### src/rtl/otter_fetch_pc_unit_if.sv
// Fetch-side bus bundle: instruction-memory request/response and the IR valid/ready register.
// master = fetch unit, slave = memory plus decode.
interface otter_fetch_pc_unit_if;
   logic        IMEM_REQ;
   logic [31:0] IMEM_ADDR;
   logic        IMEM_GNT;
   logic        IMEM_RVALID;
   logic [31:0] IMEM_RDATA;
   logic        IR_VALID;
   logic        IR_READY;
   logic [31:0] IR;
   logic [31:0] IR_PC;

   modport master (
      output IMEM_REQ, IMEM_ADDR, IR_VALID, IR, IR_PC,
      input  IMEM_GNT, IMEM_RVALID, IMEM_RDATA, IR_READY
   );

   modport slave (
      input  IMEM_REQ, IMEM_ADDR, IR_VALID, IR, IR_PC,
      output IMEM_GNT, IMEM_RVALID, IMEM_RDATA, IR_READY
   );
endinterface

### src/rtl/otter_fetch_pc_unit.sv
// OTTER fetch unit: PC register, one-outstanding imem handshake and IR valid/ready register.
// Define OTTER_FETCH_MISALIGN_TRAP_EN to trap (halt + MISALIGN pulse) on targets with bit 1 set.
module otter_fetch_pc_unit #(
   parameter logic [31:0] RESET_VEC = 32'h0000_0000
) (
   input  logic                          CLK,
   input  logic                          RST,
   input  logic                          REDIRECT,
   input  logic [1:0]                    PC_SOURCE,
   input  logic [31:0]                   JALR,
   input  logic [31:0]                   BRANCH,
   input  logic [31:0]                   JAL,
   input  logic [31:0]                   MTVEC,
   otter_fetch_pc_unit_if.master         bus,
   output logic                          MISALIGN
);

   typedef enum logic [2:0] {
      StReset,
      StReq,
      StWait,
      StOut
`ifdef OTTER_FETCH_MISALIGN_TRAP_EN
      , StHalt
`endif
   } state_e;

   state_e      state_q, state_d;
   logic [31:0] pc_q, pc_d;
   logic [31:0] req_pc_q, req_pc_d;
   logic        kill_q, kill_d;
   logic [31:0] ir_q, ir_d;
   logic [31:0] ir_pc_q, ir_pc_d;
   logic        ir_valid_q, ir_valid_d;
   logic [31:0] sel;
   logic [31:0] target;

   always_comb begin
      case (PC_SOURCE)
         2'd0:    sel = JALR;
         2'd1:    sel = BRANCH;
         2'd2:    sel = JAL;
         default: sel = MTVEC;
      endcase
   end

`ifdef OTTER_FETCH_MISALIGN_TRAP_EN
   logic misalign_q, misalign_d;
   logic tgt_bad;
   assign target  = {sel[31:1], 1'b0};
   assign tgt_bad = sel[1];
`else
   assign target  = {sel[31:2], 2'b00};
`endif

   always_ff @(posedge CLK or posedge RST) begin
      if (RST) begin
         state_q    <= StReset;
         pc_q       <= RESET_VEC;
         req_pc_q   <= RESET_VEC;
         kill_q     <= 1'b0;
         ir_q       <= 32'h0;
         ir_pc_q    <= 32'h0;
         ir_valid_q <= 1'b0;
`ifdef OTTER_FETCH_MISALIGN_TRAP_EN
         misalign_q <= 1'b0;
`endif
      end else begin
         state_q    <= state_d;
         pc_q       <= pc_d;
         req_pc_q   <= req_pc_d;
         kill_q     <= kill_d;
         ir_q       <= ir_d;
         ir_pc_q    <= ir_pc_d;
         ir_valid_q <= ir_valid_d;
`ifdef OTTER_FETCH_MISALIGN_TRAP_EN
         misalign_q <= misalign_d;
`endif
      end
   end

   always_comb begin
      state_d    = state_q;
      pc_d       = pc_q;
      req_pc_d   = req_pc_q;
      kill_d     = kill_q;
      ir_d       = ir_q;
      ir_pc_d    = ir_pc_q;
      ir_valid_d = ir_valid_q;
`ifdef OTTER_FETCH_MISALIGN_TRAP_EN
      misalign_d = 1'b0;
`endif
      unique case (state_q)
         StReset: state_d = StReq;
         StReq: begin
            if (bus.IMEM_GNT) begin
               req_pc_d = pc_q;
               state_d  = StWait;
            end
         end
         StWait: begin
            if (bus.IMEM_RVALID) begin
               if (kill_q) begin
                  kill_d  = 1'b0;
                  state_d = StReq;
               end else begin
                  ir_d       = bus.IMEM_RDATA;
                  ir_pc_d    = req_pc_q;
                  ir_valid_d = 1'b1;
                  pc_d       = req_pc_q + 32'd4;
                  state_d    = StOut;
               end
            end
         end
         StOut: begin
            if (bus.IR_READY) begin
               ir_valid_d = 1'b0;
               state_d    = StReq;
            end
         end
`ifdef OTTER_FETCH_MISALIGN_TRAP_EN
         StHalt: state_d = StHalt;
`endif
         default: state_d = StReq;
      endcase

      // Redirect overrides everything above; a response already on the bus this cycle is dropped.
      if (REDIRECT) begin
         ir_d       = ir_q;
         ir_pc_d    = ir_pc_q;
         ir_valid_d = 1'b0;
`ifdef OTTER_FETCH_MISALIGN_TRAP_EN
         if (tgt_bad) begin
            misalign_d = 1'b1;
            pc_d       = pc_q;
            kill_d     = 1'b0;
            state_d    = StHalt;
         end else
`endif
         begin
            pc_d   = target;
            // A request is still in flight if we are waiting, or it is being granted right now.
            kill_d = ((state_q == StWait) && !bus.IMEM_RVALID) ||
                     ((state_q == StReq) && bus.IMEM_GNT);
            state_d = kill_d ? StWait : StReq;
         end
      end
   end

   always_comb begin
      bus.IMEM_REQ  = (state_q == StReq);
      bus.IMEM_ADDR = pc_q;
      bus.IR_VALID  = ir_valid_q;
      bus.IR        = ir_q;
      bus.IR_PC     = ir_pc_q;
`ifdef OTTER_FETCH_MISALIGN_TRAP_EN
      MISALIGN      = misalign_q;
`else
      MISALIGN      = 1'b0;
`endif
   end

endmodule

### src/flat_wrapper.sv
// flat-port wrapper written by rule: the top's interface ports become plain ports
module otter_fetch_pc_unit_flat 
#(
   parameter logic [31:0] RESET_VEC = 32'h0000_0000
)
  (CLK, RST, REDIRECT, PC_SOURCE, JALR, BRANCH, JAL, MTVEC, MISALIGN, bus_IMEM_REQ, bus_IMEM_ADDR, bus_IR_VALID, bus_IR, bus_IR_PC, bus_IMEM_GNT, bus_IMEM_RVALID, bus_IMEM_RDATA, bus_IR_READY);
  otter_fetch_pc_unit_if bus_i ();
  input  logic CLK;
  input  logic RST;
  input  logic REDIRECT;
  input  logic [1:0] PC_SOURCE;
  input  logic [31:0] JALR;
  input  logic [31:0] BRANCH;
  input  logic [31:0] JAL;
  input  logic [31:0] MTVEC;
  output logic MISALIGN;
  output wire logic [$bits(bus_i.IMEM_REQ)-1:0] bus_IMEM_REQ;
  output wire logic [$bits(bus_i.IMEM_ADDR)-1:0] bus_IMEM_ADDR;
  output wire logic [$bits(bus_i.IR_VALID)-1:0] bus_IR_VALID;
  output wire logic [$bits(bus_i.IR)-1:0] bus_IR;
  output wire logic [$bits(bus_i.IR_PC)-1:0] bus_IR_PC;
  input wire logic [$bits(bus_i.IMEM_GNT)-1:0] bus_IMEM_GNT;
  input wire logic [$bits(bus_i.IMEM_RVALID)-1:0] bus_IMEM_RVALID;
  input wire logic [$bits(bus_i.IMEM_RDATA)-1:0] bus_IMEM_RDATA;
  input wire logic [$bits(bus_i.IR_READY)-1:0] bus_IR_READY;
  assign bus_IMEM_REQ = bus_i.IMEM_REQ;
  assign bus_IMEM_ADDR = bus_i.IMEM_ADDR;
  assign bus_IR_VALID = bus_i.IR_VALID;
  assign bus_IR = bus_i.IR;
  assign bus_IR_PC = bus_i.IR_PC;
  assign bus_i.IMEM_GNT = bus_IMEM_GNT;
  assign bus_i.IMEM_RVALID = bus_IMEM_RVALID;
  assign bus_i.IMEM_RDATA = bus_IMEM_RDATA;
  assign bus_i.IR_READY = bus_IR_READY;
  otter_fetch_pc_unit #(.RESET_VEC(RESET_VEC)) u_core (.CLK(CLK), .RST(RST), .REDIRECT(REDIRECT), .PC_SOURCE(PC_SOURCE), .JALR(JALR), .BRANCH(BRANCH), .JAL(JAL), .MTVEC(MTVEC), .bus(bus_i), .MISALIGN(MISALIGN));
endmodule
### config.mk
export PLATFORM = sky130hd
export DESIGN_NAME = otter_fetch_pc_unit_flat
export DESIGN_NICKNAME = d
export VERILOG_FILES = /design/src/rtl/otter_fetch_pc_unit_if.sv /design/src/rtl/otter_fetch_pc_unit.sv /design/src/flat_wrapper.sv
export SDC_FILE = /design/constraint.sdc
export NUM_CORES = 1
export LEC_CHECK = 0
export BUFFER_PORTS_ARGS = -buffer_cell sky130_fd_sc_hd__buf_2
export CORE_MARGIN = 2
export CORE_UTILIZATION = 52
export DETAILED_ROUTE_END_ITERATION = 10
export PLACE_DENSITY = 0.85
export SETUP_SLACK_MARGIN = 0.4
export SLEW_MARGIN = 20
export SYNTH_ARGS = -nofsm -noshare
export SYNTH_HDL_FRONTEND = slang
export SYNTH_SLANG_ARGS = --single-unit
### constraint.sdc
create_clock -name CLK -period 9.8 [get_ports CLK]
set_input_delay 0.49 -clock CLK [delete_from_list [all_inputs] [get_ports CLK]]
set_output_delay 0.49 -clock CLK [all_outputs]
set_load 0.005 [all_outputs]
-- Yosys cells after proc, flatten, opt, wreduce, memory -nomap -nowiden
Index checks and enable logic that the tools add are counted.
- flip-flop bits (word level): 133
- bits of input ports: 168
- output and inout bits: 99
- add/subtract/negate cells: 1
- equal/unequal tests: 10
- mux-type cells: 20
- bitwise gates (word level): 2
- reduce and logical (&&, ||, !) cells: 14
- operators with widths (operator ; number):
    two-way mux 32 bit ; 4
    one-hot mux 32 bit (3 select lines) ; 1
    adder 32 x 3 -> 32 bit, second input constant ; 1
    two-way mux 3 bit ; 4
    inequality test 3 bit, second input constant ; 3
    one-hot mux 3 bit (3 select lines) ; 1
    AND reduction 4 bit ; 2
    two-way mux 1 bit ; 7
    == test 3 x 2 -> 1 bit, second input constant ; 2
    AND reduction 3 bit ; 2
    two-way mux 2 bit ; 2
    AND reduction 2 bit ; 2
    nonzero test 2 bit ; 2
    == test 3 x 1 -> 1 bit, second input constant ; 1
    inequality test 3 x 2 -> 1 bit, second input constant ; 1
    nonzero test 3 bit ; 1
    == test 2 x 1 -> 1 bit, second input constant ; 1
    == test 2 bit, second input constant ; 1
    logical AND 1 bit ; 2
    zero test 2 bit ; 1
    inequality test 2 bit, second input constant ; 1
    NOT 1 bit ; 2
    one-hot mux 1 bit (2 select lines) ; 1
    zero test 1 bit ; 1
    logical OR 1 bit ; 1

-- Logic depth before layout (Yosys ltp)
- depth in word-level cells: 5
- gate-level depth with buffers: 8
- gate-level depth less buffers: 7

-- Worst setup path before layout
No wires, ideal clock.
- kind: register to register
- start point: register u_core.req_pc_q[2]
- end point: register u_core.pc_q[28] (netlist: u_core.bus.IMEM_ADDR[28])
- library setup time: 0.087 ns
- data arrival time: 1.729 ns
- path slack: 7.984 ns
- stages on the path, launching flop included: 7
- path buffers: 0
- path through: dfrtp_1 > ha_1 > nand4_2 > nor4_4 > nand3_1 > xor2_1 > a211oi_2
- longest elaborated chain between the ends: 5
- ends and longest elaborated chain (item ; line ; text):
    start, declared ; otter_fetch_pc_unit.sv:30 ; logic [31:0] req_pc_q, req_pc_d;
    start signal, assigned ; otter_fetch_pc_unit.sv:71 ; req_pc_q <= req_pc_d;
    adder 32 x 3 -> 32 bit ; otter_fetch_pc_unit.sv:110 ; pc_d = req_pc_q + 32'd4;
    two-way mux 32 bit ; otter_fetch_pc_unit.sv:103 ; if (kill_q) begin
    two-way mux 32 bit ; otter_fetch_pc_unit.sv:102 ; if (bus.IMEM_RVALID) begin
    two-way mux 32 bit ; otter_fetch_pc_unit.sv:93 ; unique case (state_q)
    two-way mux 32 bit ; otter_fetch_pc_unit.sv:128 ; if (REDIRECT) begin
    end signal, assigned ; otter_fetch_pc_unit.sv:70 ; pc_q <= pc_d;
    end, declared ; otter_fetch_pc_unit.sv:29 ; logic [31:0] pc_q, pc_d;
No other way between the ends. The select of a mux whose other input is x is not followed.
A chain may end at the register's enable or synchronous reset.

-- Final worst setup path
- start point: input port REDIRECT
- end point: register u_core.pc_q[27] (netlist: u_core.bus.IMEM_ADDR[27])
- longest elaborated chain between the ends: 2
- ends and longest elaborated chain (item ; line ; text):
    start, declared ; flat_wrapper.sv:10 ; input logic REDIRECT;
    inequality test 2 bit (no line) / nonzero test 2 bit (equally long branches) ; -- ;
    AND reduction 3 bit (no line) ; -- ;
Several ways; a longest one is shown, not always the timed one.

==> flow_summary.ini <==
[status]
status = finished clean

[grt]
grt_pass1_vias = 5563
grt_pass1_wl_mm = 28.0
track_usage_pct = 27.5
grt_antenna_before_repair = 0
grt_max_degree = 69
grt-ovfl-total = 0

[sta]
clock.fmax_mhz = 373
finalSetupViolCount = 0
slew_headroom_pct = 38.5
period_needed_ps = 2680
post-route-period-util_pct = 27.4
rsz0062_at_grt = false
setup_tns_ps = 0
hold_violations = 0
slew_violations = 0
finClkSkew_ps = 8.12
whs_ps = 140
tightest_slew_ps = 922

[floorplanning]
rows = 40
coreArea_um2 = 12100
die_x_um = 116
die_h_um = 116
initial_utilization_pct = 53.9
ios = 267
die_area_um2 = 13500

[job]
drv_cap = 0

[detailed_routing]
first_pass_iters = 5
wl_per_cell_um = 16.8
dr.max_layer_used = met4
dr_wl_met3_mm = 1.12
via_count = 5811
routed_via_density = 5.43
met2_length_mm = 8.86
drtIter0Drc = 447
drc = 0
wl_mm = 18.0
wl_met1_mm = 7.54
ant_nets = 0

[clocking]
clock_sinks = 132
cts.clk_slew.worst_paths_ps = 60
insertion_delay_ps = 410
cts_tree = done
postCtsSetupBuffers = 0
htree_levels = 4
cts_buffers = 17
root_buffer = clkbuf_16
cts_resized = 0
cts_buffer_depth = 2
cts_hold_buf = 0

[synthesis]
synth_cell_types = 38
yosys_warnings = 0
syn_nets = 816
avgSynthCellArea_um2 = 10.1
syn-cell-area_um2 = 6530
synth-edff-count = 0
async_reset_ff_share_pct = 100
ys.flop_type = dfrtp_1
synth_seq_cells = 132
yosysSeqAreaShare_pct = 50.6
syn_inst = 644

[power_and_ir_drop]
pwr-share-seq_pct = 42.5
clock_power_share_pct = 29.0
switching_power_mw = 0.730
power_frac_comb_pct = 28.4
swShare_pct = 33.6
total_leakage_power_nw = 4.34
irDropWorstVdd_uv = 135
p_int_mw = 1.44
power_density_nw_per_um2 = 254

[cells_and_area]
final_common_cell = buf_2
syn_to_final_growth_pct = 30.9
drive_gt1_share_pct = 41.3
layout_common_cells = buf_2 (256), nand2_1 (211), dfrtp_1 (132), nor2_1 (32), mux2_2 (32)
layout.nets = 1062
antenna_cells = 0
design_area_um2 = 8550
fin_util_pct = 70.6

[critical_path]
critPathCaptureType = flip-flop
crit_required_ps = 10130
critPathLaunchType = input pin
critPathKind = input pin to flip-flop
r2r_slack_ps = 7420
critPathArrivalTime_ps = 3010
crit_fanout = 50

[place]
placedInstanceArea_um2 = 7950
gp_congestion = 0.828
io_buffers = 257
dpl.hpwl_mm = 12.7

[worst_hold_path]
hp-class = input pin to async pin
-- per-layer routing --
layer,global-route usage [%],vias up
met5,0,-
met1,35.9,2819
met4,9.68,0
li1,-,2698
met3,6.01,40
met2,45.7,254
-- final timing paths --
| path | start | endpoint | cells after the start |
|---|---|---|---|
| worst max register to register | u_core.state_q[0] | u_core.bus.IMEM_ADDR[27] | 8 |
| min in group CLK | bus_IMEM_RDATA[13] | u_core.bus.IR[13] | 3 |
| worst min register to register | u_core.bus.IR[13] | u_core.bus.IR[13] | 2 |
| worst max-delay path | REDIRECT | u_core.bus.IMEM_ADDR[27] | 7 |
| max in group asynchronous | RST | u_core.req_pc_q[26] | 3 |
| worst min-delay path | RST | u_core.bus.IMEM_ADDR[12] | 2 |
-- synthesized netlist by cell type (3+ instances only) --
cell type | instances | area share (%)
nand2_1 | 212 | 12
dfrtp_1 | 132 | 51
nor2_1 | 33 | 1.9
mux2_2 | 32 | 5.5
mux4_2 | 30 | 10
clkbuf_1 | 28 | 1.6
a21oi_1 | 25 | 1.9
o21ai_0 | 22 | 1.7
nand3_1 | 19 | 1.5
xor2_1 | 18 | 2.4
inv_1 | 10 | 0.57
o22ai_1 | 10 | 0.96
and3_1 | 7 | 0.67
nand4_1 | 7 | 0.67
xnor2_1 | 7 | 0.94
nor3_1 | 6 | 0.46
a211oi_2 | 4 | 0.77
buf_1 | 4 | 0.23
buf_2 | 4 | 0.31
ha_1 | 4 | 0.77
mux2i_1 | 4 | 0.61
nor4_1 | 3 | 0.29
o31ai_1 | 3 | 0.34
-- power by group through the flow --
stage / registers [mW] / clock network (mW) / logic [mW]
after floorplan: 0.899 / 0 / 0.360
after global placement: 0.914 / 0 / 0.596
after detailed placement: 0.924 / 0 / 0.619
after CTS: 0.921 / 0.640 / 0.626
after global routing: 0.952 / 0.666 / 0.693
final: 0.925 / 0.631 / 0.619
-- sequential cells by signal (all words and copies together) (netlist names) --
register / count
u_core.bus.IR_PC: 32
u_core.bus.IR: 32
u_core.state_q: 2
u_core.req_pc_q: 32
u_core.kill_q: 1
u_core.bus.IR_VALID: 1
u_core.bus.IMEM_ADDR: 32
-- final cells by class --
cell class / count / area (µm²)
Fill cell: 906 / 3570
Sequential cell: 132 / 3300
Clock buffer: 20 / 467
Clock inverter: 12 / 130
Timing Repair Buffer: 264 / 1340
Multi-Input combinational cell: 465 / 3050
Tap cell: 168 / 210
Inverter: 10 / 42.5
-- worst max-delay path, cell delays in order --
cell,delay [ps]
buf_2,690
inv_1,110
buf_4,280
nand2_2,500
buf_4,580
nor4_1,120
nor3b_1,190
-- logic make-up (layout without fill, tap and decap cells) --
group | Yosys count | count (layout) | share of synthesized area (%)
buffers and inverters | 47 | 306 | 2.84
AOI/OAI and AO/OA | 67 | 67 | 6.04
adders and majority gates | 4 | 4 | 0.766
xor gates and xnor gates | 25 | 25 | 3.35
muxes | 66 | 66 | 16.5
DFF | 132 | 132 | 50.6
other | 1 | 1 | 0.0574
and+or+nand+nor | 302 | 302 | 19.9
-- through the flow --
step	power, mW	instances	setup WS (ps)
finish	2.17	1071	7120
global route	2.31	1071	6960
CTS	2.19	1071	7170
detailed placement	1.54	1039	6750
global placement	1.51	1039	6770
floorplan	1.26	644	5780
Power figures use the tool's default switching activity.
